## config.mk

```make
export PLATFORM = sky130hd
export DESIGN_NAME = led_pattern_gen
export DESIGN_NICKNAME = d
export VERILOG_FILES = /design/src/rtl/led_pattern_gen_pkg.sv /design/src/rtl/led_pattern_gen_wave_shaper.sv /design/src/rtl/led_pattern_gen.sv
export SDC_FILE = /design/constraint.sdc
export NUM_CORES = 1
export LEC_CHECK = 0
export ABC_AREA = 1
export BUFFER_PORTS_ARGS = -buffer_cell sky130_fd_sc_hd__buf_2
export CAP_MARGIN = 20
export CORE_ASPECT_RATIO = 0.8
export CORE_MARGIN = 4
export CORE_UTILIZATION = 40
export CTS_CLUSTER_DIAMETER = 80
export CTS_CLUSTER_SIZE = 24
export DETAILED_ROUTE_END_ITERATION = 10
export GPL_ROUTABILITY_DRIVEN = 0
export SYNTH_ARGS = -nofsm -noshare
export SYNTH_HDL_FRONTEND = slang
export SYNTH_SLANG_ARGS = --single-unit
export TNS_END_PERCENT = 10
```

## constraint.sdc

```tcl
create_clock -name clk -period 2.15 [get_ports clk]
set_clock_uncertainty 0.05 [all_clocks]
set_input_delay 0.1075 -clock clk [delete_from_list [all_inputs] [get_ports clk]]
set_output_delay 0.1075 -clock clk [all_outputs]
set_load 0.01 [all_outputs]
```

## src/rtl/led_pattern_gen_pkg.sv

```systemverilog
`default_nettype none
// ============================================================================
//  Module      : led_pattern_gen_pkg
//  Description : Shared definitions for the LED pattern generator: waveform
//                mode encodings, output width, and the fraction-of-cycle
//                helper that places the green and blue channels at one and
//                two thirds of the phase circle.
//  Revision    : 1.0 - initial release
// ============================================================================
package led_pattern_gen_pkg;

  // Waveform selection, as driven on the top-level mode port.
  typedef enum logic [1:0] {
    MODE_TRI = 2'd0,
    MODE_SAW = 2'd1,
    MODE_SQR = 2'd2,
    MODE_OFF = 2'd3
  } mode_e;

  // Width of each colour output, fixed by the strip driver.
  localparam int c_OUT_W = 8;

  // Returns (thirds * 2^(bits+1)) / 3 with integer division. The product is
  // formed before dividing so that two thirds is floor(2N/3), not 2*floor(N/3).
  function automatic int unsigned third_of_cycle(input int unsigned bits,
                                                 input int unsigned thirds);
    return (thirds << (bits + 1)) / 3;
  endfunction

endpackage
`default_nettype wire

```

## src/rtl/led_pattern_gen_wave_shaper.sv

```systemverilog
`default_nettype none
// ============================================================================
//  Module      : wave_shaper
//  Description : Purely combinational mapping from a BITS+1 bit phase value
//                to a BITS bit brightness level for one colour channel.
//                The phase MSB selects the second half of the cycle; the
//                lower BITS bits are the position within that half.
//  Ports       : x     - in  BITS+1 : channel phase
//                mode  - in  2      : waveform (triangle/sawtooth/square/off)
//                level - out BITS   : brightness level
//  Revision    : 1.0 - initial release
// ============================================================================
module wave_shaper
  import led_pattern_gen_pkg::*;
#(
  parameter int BITS = 8
) (
  input  logic [BITS:0]   x,
  input  mode_e           mode,
  output logic [BITS-1:0] level
);

  logic            w_upper_half;
  logic [BITS-1:0] w_pos;

  assign w_upper_half = x[BITS];
  assign w_pos        = x[BITS-1:0];

  always_comb begin
    level = '0;
    case (mode)
      // Rising through the first half, mirrored through the second half.
      MODE_TRI: level = w_upper_half ? ~w_pos : w_pos;
      // Full phase halved so one ramp spans the whole cycle.
      MODE_SAW: level = x[BITS:1];
      MODE_SQR: level = {BITS{w_upper_half}};
      MODE_OFF: level = '0;
      default:  level = '0;
    endcase
  end

endmodule
`default_nettype wire

```

## src/rtl/led_pattern_gen.sv

```systemverilog
`default_nettype none
// ============================================================================
//  Module      : led_pattern_gen
//  Description : Per-LED colour pattern generator answering the colour
//                request handshake of the ws2812c strip driver. A global
//                phase advances by a programmable rate every PRESCALE cycles;
//                each LED sees that phase plus an index-dependent offset, and
//                the three channels are spread a third of a cycle apart.
//                The driver's new_address is a synchronous level; its rising
//                edge is the request.
//  Ports       : clk          - in  1      : system clock
//                reset        - in  1      : asynchronous reset, active high
//                mode         - in  2      : 0 tri, 1 saw, 2 square, 3 off
//                rate         - in  4      : phase increment per step
//                address      - in  ADDR_W : LED index requested
//                new_address  - in  1      : request level from the driver
//                red_out      - out 8      : red level, registered
//                green_out    - out 8      : green level, registered
//                blue_out     - out 8      : blue level, registered
//                rgb_valid    - out 1      : pulse when colours update
//                frame_start  - out 1      : pulse on an address-0 request
//  Revision    : 1.0 - initial release
// ============================================================================
module led_pattern_gen
  import led_pattern_gen_pkg::*;
#(
  parameter int NUM_LEDS  = 8,
  parameter int BITS      = 8,
  parameter int PRESCALE  = 65536,
  parameter int LED_PHASE = 32,
  parameter int ADDR_W    = (NUM_LEDS > 1) ? $clog2(NUM_LEDS) : 1
) (
  input  logic               clk,
  input  logic               reset,
  input  logic [1:0]         mode,
  input  logic [3:0]         rate,
  input  logic [ADDR_W-1:0]  address,
  input  logic               new_address,
  output logic [c_OUT_W-1:0] red_out,
  output logic [c_OUT_W-1:0] green_out,
  output logic [c_OUT_W-1:0] blue_out,
  output logic               rgb_valid,
  output logic               frame_start
);

  // --------------------------------------------------------------------------
  // Constants
  // --------------------------------------------------------------------------
  localparam int                 c_PW          = BITS + 1;
  localparam int                 c_PRE_W       = $clog2(PRESCALE);
  localparam logic [c_PRE_W-1:0] c_PRE_LAST    = c_PRE_W'(PRESCALE - 1);
  localparam logic [c_PRE_W-1:0] c_PRE_ONE     = c_PRE_W'(1);
  localparam logic [c_PW-1:0]    c_THIRD       = c_PW'(third_of_cycle(BITS, 1));
  localparam logic [c_PW-1:0]    c_TWO_THIRD   = c_PW'(third_of_cycle(BITS, 2));
  localparam logic [31:0]        c_LED_PHASE_U = 32'(LED_PHASE);
  localparam logic [31:0]        c_NUM_LEDS_U  = 32'(NUM_LEDS);
  localparam int                 c_NUM_CH      = 3;

  // --------------------------------------------------------------------------
  // State
  // --------------------------------------------------------------------------
  logic [c_PRE_W-1:0] r_presc;
  logic [c_PW-1:0]    r_phase;
  logic               r_new_address_q;
  mode_e              r_mode;
  logic [3:0]         r_rate;
  logic [c_OUT_W-1:0] r_red;
  logic [c_OUT_W-1:0] r_green;
  logic [c_OUT_W-1:0] r_blue;
  logic               r_rgb_valid;
  logic               r_frame_start;

  // --------------------------------------------------------------------------
  // Combinational datapath
  // --------------------------------------------------------------------------
  logic               w_step;
  logic               w_req;
  logic               w_frame_req;
  logic               w_in_range;
  mode_e              w_mode_eff;
  logic [c_PW-1:0]    w_rate_ext;
  logic [c_PW-1:0]    w_led_off;
  logic [c_PW-1:0]    w_p;
  logic [c_PW-1:0]    w_chan_x   [c_NUM_CH];
  logic [BITS-1:0]    w_chan_lvl [c_NUM_CH];

  assign w_step      = (r_presc == c_PRE_LAST);
  assign w_req       = new_address & ~r_new_address_q;
  assign w_frame_req = w_req & (address == '0);
  assign w_in_range  = (32'(address) < c_NUM_LEDS_U);

  // An address-0 request opens a new frame, so it is served with the mode
  // being latched at that moment rather than the previous frame's mode.
  assign w_mode_eff  = w_frame_req ? mode_e'(mode) : r_mode;

  // Rate is resized to the phase width; arithmetic is modulo 2^(BITS+1).
  assign w_rate_ext  = c_PW'(r_rate);

  // Only the low c_PW bits of the index offset matter after the modulo.
  assign w_led_off   = c_PW'(32'(address) * c_LED_PHASE_U);
  assign w_p         = r_phase + w_led_off;

  assign w_chan_x[0] = w_p;
  assign w_chan_x[1] = w_p + c_THIRD;
  assign w_chan_x[2] = w_p + c_TWO_THIRD;

  for (genvar g = 0; g < c_NUM_CH; g++) begin : g_chan
    wave_shaper #(
      .BITS (BITS)
    ) u_wave_shaper (
      .x     (w_chan_x[g]),
      .mode  (w_mode_eff),
      .level (w_chan_lvl[g])
    );
  end

  // --------------------------------------------------------------------------
  // Registers
  // --------------------------------------------------------------------------
  always_ff @(posedge clk or posedge reset) begin
    if (reset) begin
      r_presc         <= '0;
      r_phase         <= '0;
      r_new_address_q <= 1'b0;
      r_mode          <= MODE_OFF;
      r_rate          <= '0;
      r_red           <= '0;
      r_green         <= '0;
      r_blue          <= '0;
      r_rgb_valid     <= 1'b0;
      r_frame_start   <= 1'b0;
    end else begin
      r_new_address_q <= new_address;

      // Step fires on the wrap cycle, so its period is exactly PRESCALE.
      if (w_step) begin
        r_presc <= '0;
        r_phase <= r_phase + w_rate_ext;
      end else begin
        r_presc <= r_presc + c_PRE_ONE;
      end

      // Shadow the configuration at frame boundaries only.
      if (w_frame_req) begin
        r_mode <= mode_e'(mode);
        r_rate <= rate;
      end

      r_rgb_valid   <= w_req;
      r_frame_start <= w_frame_req;

      // Colours are taken from the pre-step phase even when a step lands on
      // the same edge; outputs otherwise hold their last value.
      if (w_req) begin
        if (w_in_range) begin
          r_red   <= c_OUT_W'(w_chan_lvl[0]);
          r_green <= c_OUT_W'(w_chan_lvl[1]);
          r_blue  <= c_OUT_W'(w_chan_lvl[2]);
        end else begin
          r_red   <= '0;
          r_green <= '0;
          r_blue  <= '0;
        end
      end
    end
  end

  assign red_out     = r_red;
  assign green_out   = r_green;
  assign blue_out    = r_blue;
  assign rgb_valid   = r_rgb_valid;
  assign frame_start = r_frame_start;

endmodule
`default_nettype wire

```

==> run metrics <==
outcome=finished, violations left; failing checks=setup timing; Inserted Diodes=0; min-delay src=mode[0]; placed inst area=4110 µm²; Worst Path Class, Setup=reg2reg; syn nets=527; Ys Warns=0; Worst path top cell family by delay=adder cells; Core Footprint=8710 µm²; Worst-path clk slew=around 60 ps; Cell Area, Synth=3670 µm²; CTS tree=built; input/output buffers=37; Vias=between 3k and 4k; number of global-route vias before repair=between 3k and 4k; worst path cell trace=ha_1, inv_1, fa_2, inv_1, a21oi_2, a21oi_2, nand2_2, nand2_4, o21ai_1, nand2_1, nand2_1, nand2_1; FF-to-FF setup slack=-70 ps; Synth cell types=34; Synth area leader=dfrtp_1; Final min period=2220 ps; Rel. slew slack=0.642; r2r startpoint=r_phase[5]$_DFFE_PP0N_; Num CTS Buffers=9; Die Ht=93.7 µm; Global Route Usage Sum=0.188; PD cells=766 nW/µm²; htree depth=3; fillcell total=about 850; syn_area_per_cell=between 7 and 8 µm²; fmax=451 MHz; CP most frequent cell=nand2_1; synth-to-layout area growth=23.0%; # DRC=0; data required time of the critical path=2370 ps; mean routed wirelength per cell=13.7 µm; MaxCap Viol Count=0; post-route ant nets=0; dpl hpwl=7040 µm; synthesized instance count=roughly 500; site row count=30; Setup WS pre-CTS=-37.0 ps; CP endpoint kind=flip-flop; post-route cell area=4520 µm²; Synth area leaders=dfrtp_1 (38%), nand2_1 (13%), nor2_1 (8.7%); period utilisation layout=1.03; I/O pins=38; Starting Density=0.422; die width=115 µm; commonest cells after routing, fill and taps aside=nand2_1 (128), nor2_1 (83), dfrtp_1 (55), inv_1 (46), nand3_1 (45); drt pass-1 iters=5; 1st-iter DRT viols=192; Fin. Hold Viols=0; Finish-stage setup viols=11; nets@finish=593; commonest non-fill, non-tap cell in the layout=nand2_1; clk_lat worst skew=330 ps; setup repair bufs after CTS=0; Slowest-stage cell, CP=fa_2; Buf+Inv Stages, Crit Path=2; Seq/Total Area, Yosys=0.396; RSZ-0062 raised after global routing=true; final setup margin=-69.1 ps; initial antenna violation count=0; Hold Path Sink=r_mode[0]$_DFF_PP1_; hold-critical path depth=3; RR Endpoint=blue_out[7]$_DFFE_PP0P_; vias per inst=between 5 and 6; largest net degree at the start of global routing=36; synthesized flop and latch total=58; grt total ovfl=0; Worst Setup Start Kind=flip-flop; Slowest Stage Delay on Critical Path=between 400 and 500 ps; setup_tns=-476 ps; # clock sinks=58; total power=3460 µW; max-slew violations=0; Worst Max-Slew Pin Slew=536 ps; first-pass GRT wire length=15900 µm; clock root buffer=clkbuf_16; critical path arrival=2440 ps; area fraction of the dominant cell type after synthesis=0.382; share of cells above drive strength 1=0.215; die footprint=10800 µm²; leakage=0.00230 µW; clk buf depth=2; Post-Route WL=between 9000 and 10000 µm; critical path fanouts, max=6; reg2reg path depth=12; VDD IR max=424 µV; worst min path class=in2reg
[worst register-to-register path, cell delays in order (launching register included)]
cell and delay, ps:
dfrtp_1 370, ha_1 190, inv_1 70, fa_2 440, inv_1 160, a21oi_2 60
a21oi_2 230, nand2_2 150, nand2_4 120, o21ai_1 70, nand2_1 130, nand2_1 70
nand2_1 50
[area by class of cell]
cell class,instances,area [µm²],area share
Clock buffer,9,225,0.0498
Multi-Input combinational cell,380,1970,0.436
Tap cell,112,140,0.0310
Clock inverter,7,101,0.0224
Inverter,54,203,0.0449
Sequential cell,58,1460,0.322
Timing Repair Buffer,65,423,0.0936
[state kept, by name (all words and copies together), names as in the netlist]
register and count:
blue_out 8, frame_start 1, green_out 8, r_mode 2, r_new_address_q 1, r_phase 9, r_presc 16, r_rate 4
red_out 8, rgb_valid 1
[cell families after synthesis]
family / share of synthesized area
xor gates and xnor gates: 0.0402
and+or+nand+nor: 0.371
buffers and inverters: 0.0739
adders and majority gates: 0.0484
DFF: 0.396
AOI/OAI and AO/OA: 0.0702
[what timing repair did]
item                       CTS  global route
hold endpoints to repair    28             0
hold buffers                 6             0
pin swaps                    0             1
gates resized for setup      0             6
setup endpoints to repair    8            22
[cells in the mapped netlist, drive strengths merged]
cell,n
nand2,144
and2,2
xnor2,6
clkbuf,2
buf,8
nand3b,1
a31oi,1
xor2,10
ha,11
fa,2
o21bai,1
nand4,6
nor3,5
nand3,51
a221oi,1
o21ai,12
inv,54
dfrtp,56
nor2,93
dfstp,2
a21oi,33
o22ai,1
[where the power goes]
| part | internal, µW | switching (µW) |
|---|---|---|
| Sequential | 1210 | 61.3 |
| Clock | 1020 | 547 |
| Combinational | 227 | 393 |
[through the flow]
stage           util  hold slack [ps]  cells
2_1_floorplan      -             88.9    502
3_3_place_gp   0.472              131    663
3_5_place_dp   0.472              139    663
4_1_cts        0.517              116    685
5_1_grt        0.519              131    685
6_report       0.519              126    685
[routing by layer]
layer | up-vias | track usage | wire, µm
li1 | 1727 | - | -
met1 | 1601 | 0.281 | 4840
met2 | 110 | 0.267 | 3810
met3 | 11 | 0.0399 | 607
met4 | 0 | 0.0626 | 143
met5 | - | 0 | 0
[worst max-delay path by stage]
stage	start	slack [ps]	endpoint	depth (start not counted)
detailed placement	r_phase[5]$_DFFE_PP0N_	-40	blue_out[0]$_DFFE_PP0P_	11
finish	r_phase[5]$_DFFE_PP0N_	-70	blue_out[7]$_DFFE_PP0P_	12
global placement	r_phase[5]$_DFFE_PP0N_	-2	blue_out[0]$_DFFE_PP0P_	12
global route	r_phase[5]$_DFFE_PP0N_	-190	blue_out[7]$_DFFE_PP0P_	13
floorplan	r_phase[5]$_DFFE_PP0N_	-30	blue_out[1]$_DFFE_PP0P_	12
CTS	r_phase[5]$_DFFE_PP0N_	-50	blue_out[0]$_DFFE_PP0P_	11
(Power assumes the default switching activity.)
